## src/rtl/dma_priority_resolver_pkg.sv

```systemverilog
// -----------------------------------------------------------------------------
// dma_pkg
// Shared types and helpers for the 8237A-style DMA priority resolver.
//   pr_state_t    : resolver state (IDLE / REQ / SERVICE)
//   pick_t        : arbitration result (valid flag + 2-bit channel index)
//   priorityPick  : fixed or rotating priority selection over 4 channels
//   ch_onehot     : 2-bit channel index to 4-bit one-hot vector
// -----------------------------------------------------------------------------
package dma_pkg;

  localparam int DMA_NUM_CH = 4;

  typedef enum logic [1:0] {
    IDLE    = 2'd0,
    REQ     = 2'd1,
    SERVICE = 2'd2
  } pr_state_t;

  typedef struct packed {
    logic       valid;
    logic [1:0] idx;
  } pick_t;

  // Highest priority is channel 0 in fixed mode, or the channel after the
  // last serviced one in rotating mode. Scanning from the lowest priority
  // upward lets the highest-priority pending channel overwrite the result last.
  function automatic pick_t priorityPick(input logic [3:0] pending,
                                         input logic [1:0] lastServiced,
                                         input logic       rotating);
    pick_t      res;
    logic [1:0] start;
    logic [1:0] cand;
    res.valid = 1'b0;
    res.idx   = 2'd0;
    if (rotating) begin
      start = lastServiced + 2'd1;
    end else begin
      start = 2'd0;
    end
    for (int i = 3; i >= 0; i--) begin
      cand = start + 2'(i);
      if (pending[cand]) begin
        res.valid = 1'b1;
        res.idx   = cand;
      end
    end
    return res;
  endfunction

  function automatic logic [3:0] ch_onehot(input logic [1:0] ch);
    return 4'b0001 << ch;
  endfunction

endpackage

```

## src/rtl/dma_priority_resolver_if.sv

```systemverilog
// -----------------------------------------------------------------------------
// dma_priority_resolver_if
// Bundles the priority resolver's request, command and Timing-and-Control
// handshake signals.
//   master : request/command source side (datapath, pins, TC)
//   slave  : the priority resolver itself
// Signals:
//   DREQ[3:0], softReq[3:0], mask[3:0]          request sources and mask
//   controllerDisable, rotatingPriority,
//   dreqSenseLow, dackSenseHigh                  command register bits
//   hrq, validDACK                               from Timing and Control
//   VALID_DREQ0..3, activeCh[1:0]                granted request to TC
//   DACK[3:0], clrSoftReq[3:0]                   acknowledge pins, soft clear
// -----------------------------------------------------------------------------
interface dma_priority_resolver_if;
  import dma_pkg::*;

  logic [DMA_NUM_CH-1:0] DREQ;
  logic [DMA_NUM_CH-1:0] softReq;
  logic [DMA_NUM_CH-1:0] mask;
  logic                  controllerDisable;
  logic                  rotatingPriority;
  logic                  dreqSenseLow;
  logic                  dackSenseHigh;
  logic                  hrq;
  logic                  validDACK;
  logic                  VALID_DREQ0;
  logic                  VALID_DREQ1;
  logic                  VALID_DREQ2;
  logic                  VALID_DREQ3;
  logic [DMA_NUM_CH-1:0] DACK;
  logic [1:0]            activeCh;
  logic [DMA_NUM_CH-1:0] clrSoftReq;

  modport master (
    output DREQ, softReq, mask, controllerDisable, rotatingPriority,
           dreqSenseLow, dackSenseHigh, hrq, validDACK,
    input  VALID_DREQ0, VALID_DREQ1, VALID_DREQ2, VALID_DREQ3,
           DACK, activeCh, clrSoftReq
  );

  modport slave (
    input  DREQ, softReq, mask, controllerDisable, rotatingPriority,
           dreqSenseLow, dackSenseHigh, hrq, validDACK,
    output VALID_DREQ0, VALID_DREQ1, VALID_DREQ2, VALID_DREQ3,
           DACK, activeCh, clrSoftReq
  );

endinterface

```

## src/rtl/dma_priority_resolver_dreq_sync.sv

```systemverilog
// -----------------------------------------------------------------------------
// dma_dreq_sync
// Samples the four raw DREQ pins into the CLK domain.
// Build option DMA_DREQ_SYNC_EN:
//   defined   : two-flop synchronizer (pins may be asynchronous to CLK)
//   undefined : single sample register (pins already synchronous to CLK)
// Ports:
//   clk    in   system clock
//   rst_n  in   asynchronous active-low reset
//   d      in   raw DREQ pins
//   q      out  sampled DREQ
// -----------------------------------------------------------------------------
module dma_dreq_sync
  import dma_pkg::*;
(
  input  logic                  clk,
  input  logic                  rst_n,
  input  logic [DMA_NUM_CH-1:0] d,
  output logic [DMA_NUM_CH-1:0] q
);

`ifdef DMA_DREQ_SYNC_EN
  logic [DMA_NUM_CH-1:0] meta_r;
  logic [DMA_NUM_CH-1:0] sync_r;

  // Two-stage synchronizer chain for asynchronous request pins.
  always_ff @(posedge clk or negedge rst_n) begin
    if (!rst_n) begin
      meta_r <= 4'b0000;
      sync_r <= 4'b0000;
    end else begin
      meta_r <= d;
      sync_r <= meta_r;
    end
  end

  assign q = sync_r;
`else
  logic [DMA_NUM_CH-1:0] sample_r;

  // Single sample register for request pins already synchronous to clk.
  always_ff @(posedge clk or negedge rst_n) begin
    if (!rst_n) begin
      sample_r <= 4'b0000;
    end else begin
      sample_r <= d;
    end
  end

  assign q = sample_r;
`endif

endmodule

```

## src/rtl/dma_priority_resolver.sv

```systemverilog
// -----------------------------------------------------------------------------
// dma_priority_resolver
// Priority Resolver of an 8237A-style DMA controller. Combines synchronized
// DREQ pins and software requests, applies mask / polarity / controller
// disable, selects one channel by fixed or rotating priority, presents it to
// Timing and Control as a one-hot VALID_DREQ, holds it through service, drives
// DACK, and updates the rotating-priority pointer when service ends.
// Build option DMA_DREQ_SYNC_EN selects the two-flop DREQ synchronizer
// (pin-to-VALID latency 3 CLK) instead of a single sample (latency 2 CLK).
// Ports:
//   CLK    in   system clock
//   RESET  in   asynchronous active-low reset
//   bus    slave modport of dma_priority_resolver_if (requests, command bits,
//          hrq/validDACK in; VALID_DREQ0..3, DACK, activeCh, clrSoftReq out)
// -----------------------------------------------------------------------------
module dma_priority_resolver
  import dma_pkg::*;
#(
  parameter int         NUM_CH              = DMA_NUM_CH,
  parameter logic [1:0] RESET_LAST_SERVICED = 2'd3
) (
  input  logic                   CLK,
  input  logic                   RESET,
  dma_priority_resolver_if.slave bus
);

  logic [NUM_CH-1:0] dreq_sync_s;
  logic [NUM_CH-1:0] hw_req_s;
  logic [NUM_CH-1:0] pending_s;
  logic [NUM_CH-1:0] arb_req_s;
  pick_t             pick_s;
  logic [NUM_CH-1:0] dack_active_s;
  logic [NUM_CH-1:0] dack_inactive_s;

  pr_state_t         state_r;
  pr_state_t         state_next_s;
  logic [NUM_CH-1:0] valid_r;
  logic [NUM_CH-1:0] valid_next_s;
  logic [1:0]        active_r;
  logic [1:0]        active_next_s;
  logic [NUM_CH-1:0] dack_r;
  logic [NUM_CH-1:0] dack_next_s;
  logic [NUM_CH-1:0] clr_r;
  logic [NUM_CH-1:0] clr_next_s;
  logic [1:0]        last_r;
  logic [1:0]        last_next_s;

  dma_dreq_sync u_dreq_sync (
    .clk   (CLK),
    .rst_n (RESET),
    .d     (bus.DREQ),
    .q     (dreq_sync_s)
  );

  assign hw_req_s  = dreq_sync_s ^ {NUM_CH{bus.dreqSenseLow}};
  assign pending_s = ((hw_req_s & ~bus.mask) | bus.softReq)
                     & {NUM_CH{~bus.controllerDisable}};

  // While clrSoftReq is pulsing, the datapath has not yet cleared the
  // serviced softReq bit; keep that stale bit out of the next arbitration.
  assign arb_req_s = pending_s & ~clr_r;
  assign pick_s    = priorityPick(arb_req_s, last_r, bus.rotatingPriority);

  assign dack_active_s   = bus.dackSenseHigh ? ch_onehot(active_r)
                                             : ~ch_onehot(active_r);
  assign dack_inactive_s = {NUM_CH{~bus.dackSenseHigh}};

  // State and registered outputs.
  always_ff @(posedge CLK or negedge RESET) begin
    if (!RESET) begin
      state_r  <= IDLE;
      valid_r  <= 4'b0000;
      active_r <= 2'd0;
      dack_r   <= 4'b1111;
      clr_r    <= 4'b0000;
      last_r   <= RESET_LAST_SERVICED;
    end else begin
      state_r  <= state_next_s;
      valid_r  <= valid_next_s;
      active_r <= active_next_s;
      dack_r   <= dack_next_s;
      clr_r    <= clr_next_s;
      last_r   <= last_next_s;
    end
  end

  // Next-state decode. A granted channel is frozen in REQ; only withdrawal
  // (request gone with no hrq yet), controller disable or validDACK move it.
  always_comb begin
    state_next_s = state_r;
    case (state_r)
      IDLE: begin
        if (pick_s.valid) begin
          state_next_s = REQ;
        end else begin
          state_next_s = IDLE;
        end
      end
      REQ: begin
        if (bus.controllerDisable) begin
          state_next_s = IDLE;
        end else if (bus.validDACK) begin
          state_next_s = SERVICE;
        end else if (!pending_s[active_r] && !bus.hrq) begin
          state_next_s = IDLE;
        end else begin
          state_next_s = REQ;
        end
      end
      SERVICE: begin
        if (!bus.validDACK) begin
          state_next_s = IDLE;
        end else begin
          state_next_s = SERVICE;
        end
      end
      default: begin
        state_next_s = IDLE;
      end
    endcase
  end

  // Next values of the registered outputs, keyed on the current state and
  // the transition chosen above.
  always_comb begin
    valid_next_s  = valid_r;
    active_next_s = active_r;
    dack_next_s   = dack_inactive_s;
    clr_next_s    = 4'b0000;
    last_next_s   = last_r;
    case (state_r)
      IDLE: begin
        if (pick_s.valid) begin
          active_next_s = pick_s.idx;
          valid_next_s  = ch_onehot(pick_s.idx);
        end else begin
          valid_next_s  = 4'b0000;
        end
      end
      REQ: begin
        if (state_next_s == IDLE) begin
          valid_next_s = 4'b0000;
        end else if (state_next_s == SERVICE) begin
          dack_next_s  = dack_active_s;
        end else begin
          valid_next_s = valid_r;
        end
      end
      SERVICE: begin
        if (state_next_s == IDLE) begin
          valid_next_s = 4'b0000;
          last_next_s  = active_r;
          clr_next_s   = ch_onehot(active_r) & bus.softReq;
        end else begin
          dack_next_s  = dack_active_s;
        end
      end
      default: begin
        valid_next_s = 4'b0000;
      end
    endcase
  end

  assign bus.VALID_DREQ0 = valid_r[0];
  assign bus.VALID_DREQ1 = valid_r[1];
  assign bus.VALID_DREQ2 = valid_r[2];
  assign bus.VALID_DREQ3 = valid_r[3];
  assign bus.DACK        = dack_r;
  assign bus.activeCh    = active_r;
  assign bus.clrSoftReq  = clr_r;

endmodule

```

## src/flat_wrapper.sv

```systemverilog
// flat-port wrapper written by rule: the top's interface ports become plain ports
module dma_priority_resolver_flat import dma_pkg::*;
#(
  parameter int         NUM_CH              = DMA_NUM_CH,
  parameter logic [1:0] RESET_LAST_SERVICED = 2'd3
)
  (CLK, RESET, bus_DREQ, bus_softReq, bus_mask, bus_controllerDisable, bus_rotatingPriority, bus_dreqSenseLow, bus_dackSenseHigh, bus_hrq, bus_validDACK, bus_VALID_DREQ0, bus_VALID_DREQ1, bus_VALID_DREQ2, bus_VALID_DREQ3, bus_DACK, bus_activeCh, bus_clrSoftReq);
  dma_priority_resolver_if bus_i ();
  input  logic CLK;
  input  logic RESET;
  input wire logic [$bits(bus_i.DREQ)-1:0] bus_DREQ;
  input wire logic [$bits(bus_i.softReq)-1:0] bus_softReq;
  input wire logic [$bits(bus_i.mask)-1:0] bus_mask;
  input wire logic [$bits(bus_i.controllerDisable)-1:0] bus_controllerDisable;
  input wire logic [$bits(bus_i.rotatingPriority)-1:0] bus_rotatingPriority;
  input wire logic [$bits(bus_i.dreqSenseLow)-1:0] bus_dreqSenseLow;
  input wire logic [$bits(bus_i.dackSenseHigh)-1:0] bus_dackSenseHigh;
  input wire logic [$bits(bus_i.hrq)-1:0] bus_hrq;
  input wire logic [$bits(bus_i.validDACK)-1:0] bus_validDACK;
  output wire logic [$bits(bus_i.VALID_DREQ0)-1:0] bus_VALID_DREQ0;
  output wire logic [$bits(bus_i.VALID_DREQ1)-1:0] bus_VALID_DREQ1;
  output wire logic [$bits(bus_i.VALID_DREQ2)-1:0] bus_VALID_DREQ2;
  output wire logic [$bits(bus_i.VALID_DREQ3)-1:0] bus_VALID_DREQ3;
  output wire logic [$bits(bus_i.DACK)-1:0] bus_DACK;
  output wire logic [$bits(bus_i.activeCh)-1:0] bus_activeCh;
  output wire logic [$bits(bus_i.clrSoftReq)-1:0] bus_clrSoftReq;
  assign bus_i.DREQ = bus_DREQ;
  assign bus_i.softReq = bus_softReq;
  assign bus_i.mask = bus_mask;
  assign bus_i.controllerDisable = bus_controllerDisable;
  assign bus_i.rotatingPriority = bus_rotatingPriority;
  assign bus_i.dreqSenseLow = bus_dreqSenseLow;
  assign bus_i.dackSenseHigh = bus_dackSenseHigh;
  assign bus_i.hrq = bus_hrq;
  assign bus_i.validDACK = bus_validDACK;
  assign bus_VALID_DREQ0 = bus_i.VALID_DREQ0;
  assign bus_VALID_DREQ1 = bus_i.VALID_DREQ1;
  assign bus_VALID_DREQ2 = bus_i.VALID_DREQ2;
  assign bus_VALID_DREQ3 = bus_i.VALID_DREQ3;
  assign bus_DACK = bus_i.DACK;
  assign bus_activeCh = bus_i.activeCh;
  assign bus_clrSoftReq = bus_i.clrSoftReq;
  dma_priority_resolver #(.NUM_CH(NUM_CH), .RESET_LAST_SERVICED(RESET_LAST_SERVICED)) u_core (.CLK(CLK), .RESET(RESET), .bus(bus_i));
endmodule
```

## config.mk

```make
export PLATFORM = sky130hd
export DESIGN_NAME = dma_priority_resolver_flat
export DESIGN_NICKNAME = d
export VERILOG_FILES = /design/src/rtl/dma_priority_resolver_pkg.sv /design/src/rtl/dma_priority_resolver_if.sv /design/src/rtl/dma_priority_resolver_dreq_sync.sv /design/src/rtl/dma_priority_resolver.sv /design/src/flat_wrapper.sv
export SDC_FILE = /design/constraint.sdc
export NUM_CORES = 1
export LEC_CHECK = 0
export CORE_ASPECT_RATIO = 1.2
export CORE_MARGIN = 3
export CORE_UTILIZATION = 45
export CTS_CLUSTER_SIZE = 30
export DETAILED_ROUTE_END_ITERATION = 10
export PLACE_DENSITY = 0.73
export SLEW_MARGIN = 5
export SYNTH_ARGS = -nofsm -noshare
export SYNTH_HDL_FRONTEND = slang
export SYNTH_SLANG_ARGS = --single-unit
export TNS_END_PERCENT = 30
```

## constraint.sdc

```tcl
create_clock -name CLK -period 4.5 [get_ports CLK]
set_clock_uncertainty 0.15 [all_clocks]
set_input_delay 1.35 -clock CLK [delete_from_list [all_inputs] [get_ports CLK]]
set_output_delay 1.35 -clock CLK [all_outputs]
set_load 0.05 [all_outputs]
```

==> flow_metrics.env <==
export IMPL_outcome="completed"
export IMPL_num_rows=22
export IMPL_worstSetupPathType="input port to register"
export IMPL_wl_per_cell_um=17.1
export IMPL_io_pins=34
export IMPL_crit_arrival_ns=3.72
export IMPL_synthDistinctLibCells=50
export IMPL_clk_path_buf_depth=2
export IMPL_grt_overflow_total=0
export IMPL_antenna_found_initial=0
export IMPL_leakage_nw=0.776
export IMPL_totalWireLength_mm=3.77
export IMPL_synthToLayoutAreaGrowth_pct=27.3
export IMPL_power_density_nw_per_um2=593
export IMPL_final_layout_size_suffix_gt1_share_pct=10.3
export IMPL_vias=1324
export IMPL_n_antenna_cell=0
export IMPL_dpl_instance_area_um2=1800
export IMPL_drc_errors=0
export IMPL_synth_area_um2=1460
export IMPL_clock_latency_ns=0.31
export IMPL_fin_crit_sh_pct=81.0
export IMPL_fin_crit_ns=3.65
export IMPL_grt_pass1_wl_mm=6.45
export IMPL_cts_repair_resized=0
export IMPL_design_core_area_um2=3080
export IMPL_num_fill_cells=280
export IMPL_die_area_um2=3960
export IMPL_cts_sinks=22
export IMPL_gp_congestion=0.838
export IMPL_ys_ff_latch=22
export IMPL_tns_ns=0
export IMPL_ctsRootBufferMaster="clkbuf_4"
export IMPL_slew_limit_headroom_pct=36.3
export IMPL_die_width_um=58.0
export IMPL_finalHoldViolations=0
export IMPL_synth_nets=176
export IMPL_cp_end_kind="register"
export IMPL_setup_viol=0
export IMPL_grt_use_total_pct=21.4
export IMPL_async_reset_ff_share_pct=100
export IMPL_fin_area_um2=1860
export IMPL_synth_edf_count=0
export IMPL_ctsHtreeMaxLevel=1
export IMPL_crit_path_start_kind="input port"
export IMPL_crit_required_ns=4.57
export IMPL_place_hpwl_mm=2.91
export IMPL_finalNetCount=209
export IMPL_drt_iter0_drc=63
export IMPL_initial_core_util_pct=47.3
export IMPL_yosys_most_used_dff="dfrtp_1"
export IMPL_yosysWarnings=0
export IMPL_vias_per_cell=6.02
export IMPL_ant_nets=0
export IMPL_synth_seq_area_share_pct=38.3
export IMPL_postCtsSetupRepairBufs=0
export IMPL_drt_first_pass_iters=5
export IMPL_cts_inserted_buffers=3
export IMPL_syn_area_per_cell_um2=9.60
export IMPL_min_path_type="register to register"
export IMPL_cts_tree="done"
export IMPL_worst_pin_slew_ns=0.953
export IMPL_grt_pass1_vias=1348
export IMPL_fp_dieH_um=68.4
export IMPL_fmax_ghz=0.274
export IMPL_cap_violations=0
export IMPL_rsz0062_at_grt="false"
export IMPL_clk_pin_slew_ns=0.13
export IMPL_cp_max_fo=10
export IMPL_ctsHoldBuffers=0
export IMPL_syn_inst=152
export IMPL_final_max_slew_viol_count=0
export IMPL_portBuffers=33
export IMPL_peakVddDrop_mv=0.437
export IMPL_grt_max_degree=23
report_power, final:
group          total (mW)  leakage, nW  internal (mW)  switching, mW
Combinational       0.628        0.479          0.229          0.399
Clock               0.153       0.0279         0.0901         0.0624
Sequential          0.320        0.269          0.268         0.0528
cell type report:
cell class,count,area [um2],area share (%)
clock buffer,3,22.5,1.21
tap,36,45.0,2.43
clock inverter,1,30.0,1.62
timing repair buffer,33,330,17.8
inverter,13,48.8,2.63
multi-input combinational,112,822,44.3
sequential,22,558,30.1
critical path: stages:
cell and delay (ns):
clkdlybuf4s50_1 0.73, nor2_1 0.15, a22o_1 0.31, o41ai_2 0.60
a21o_1 0.22, a21oi_1 0.07, a311oi_1 0.28
path summary, 6_finish.rpt:
check                                    endpoint  depth (start not counted)               startpoint  slack (ns)
setup reg to reg               u_core.bus.DACK[0]                          6  u_core.u_dreq_sync.q[2]        2.18
setup / recovery               u_core.bus.DACK[0]                          7    bus_controllerDisable        0.85
hold / removal                  u_core.valid_r[3]                          1        u_core.valid_r[3]        0.37
max in group asynchronous       u_core.valid_r[0]                          1                    RESET        2.22
min in group asynchronous  u_core.bus.activeCh[0]                          1                    RESET        1.40
hold reg to reg                 u_core.valid_r[3]                          1        u_core.valid_r[3]        0.37
kinds of logic after synthesis:
logic type,Yosys count,synth area share (%)
AND/OR/NAND/NOR,47,16.5
XOR/XNOR,4,2.40
adder cells (fa/ha/maj),4,3.43
flip-flops,22,38.3
multiplexers,4,2.92
buffers and inverters,18,5.40
AO/OA/AOI/OAI,53,31.1
sequential cells by signal (all words and copies together) (netlist names):
register               flops
u_core.valid_r             4
u_core.bus.activeCh        2
u_core.state_r             2
u_core.last_r              2
u_core.u_dreq_sync.q       4
u_core.bus.DACK            4
u_core.bus.clrSoftReq      4
synthesized netlist by cell type (4+ instances only):
library cell / count / area [um2]
dfrtp_1: 16 / 400
inv_1: 13 / 48.8
nand2_1: 12 / 45.0
a21oi_1: 8 / 40.0
nor2_1: 7 / 26.3
o21ai_0: 7 / 35.0
dfstp_2: 6 / 158
nand3_1: 5 / 25.0
nor3_1: 5 / 25.0
a31oi_1: 4 / 25.0
and3_1: 4 / 25.0
ha_1: 4 / 50.1
nor2b_1: 4 / 25.0
stage by stage:
| stage | total power, mW | setup WS (ns) | util (%) | hold slack, ns | std cells |
|---|---|---|---|---|---|
| 2_1_floorplan | 0.781 | 1.28 | - | 0.482 | 152 |
| 3_3_place_gp | 0.935 | 0.592 | 58.5 | 0.328 | 216 |
| 3_5_place_dp | 0.945 | 0.531 | 58.5 | 0.328 | 216 |
| 4_1_cts | 1.10 | 0.852 | 60.2 | 0.367 | 220 |
| 5_1_grt | 1.18 | 0.634 | 60.2 | 0.398 | 220 |
| 6_report | 1.10 | 0.853 | 60.2 | 0.365 | 220 |
metal layers:
| metal | part of all wire, % | global-route usage (%) | wire length (um) | up-vias |
|---|---|---|---|---|
| met1 | 43 | 29.1 | 1640 | 629 |
| met5 | 0 | 0 | 0 | - |
| met3 | 6.2 | 3.58 | 235 | 10 |
| met4 | 2.3 | 9.57 | 87 | 0 |
| met2 | 48 | 33.3 | 1810 | 52 |
| li1 | - | - | - | 633 |
layout by cell type (no fill, tap or decap), types with 3 or more instances in the layout:
cell type,count
and3_1,4
a22o_1,3
nand2b_1,3
o31ai_1,3
nor2_1,7
nor2b_1,4
nand3_1,5
inv_1,13
a31oi_1,4
clkbuf_4,3
dfstp_2,6
ha_1,4
o21ai_0,7
a21oi_1,8
nor3_1,5
nand2_1,12
clkdlybuf4s50_1,33
dfrtp_1,16
No activity file was read; power rests on OpenSTA's default activity.
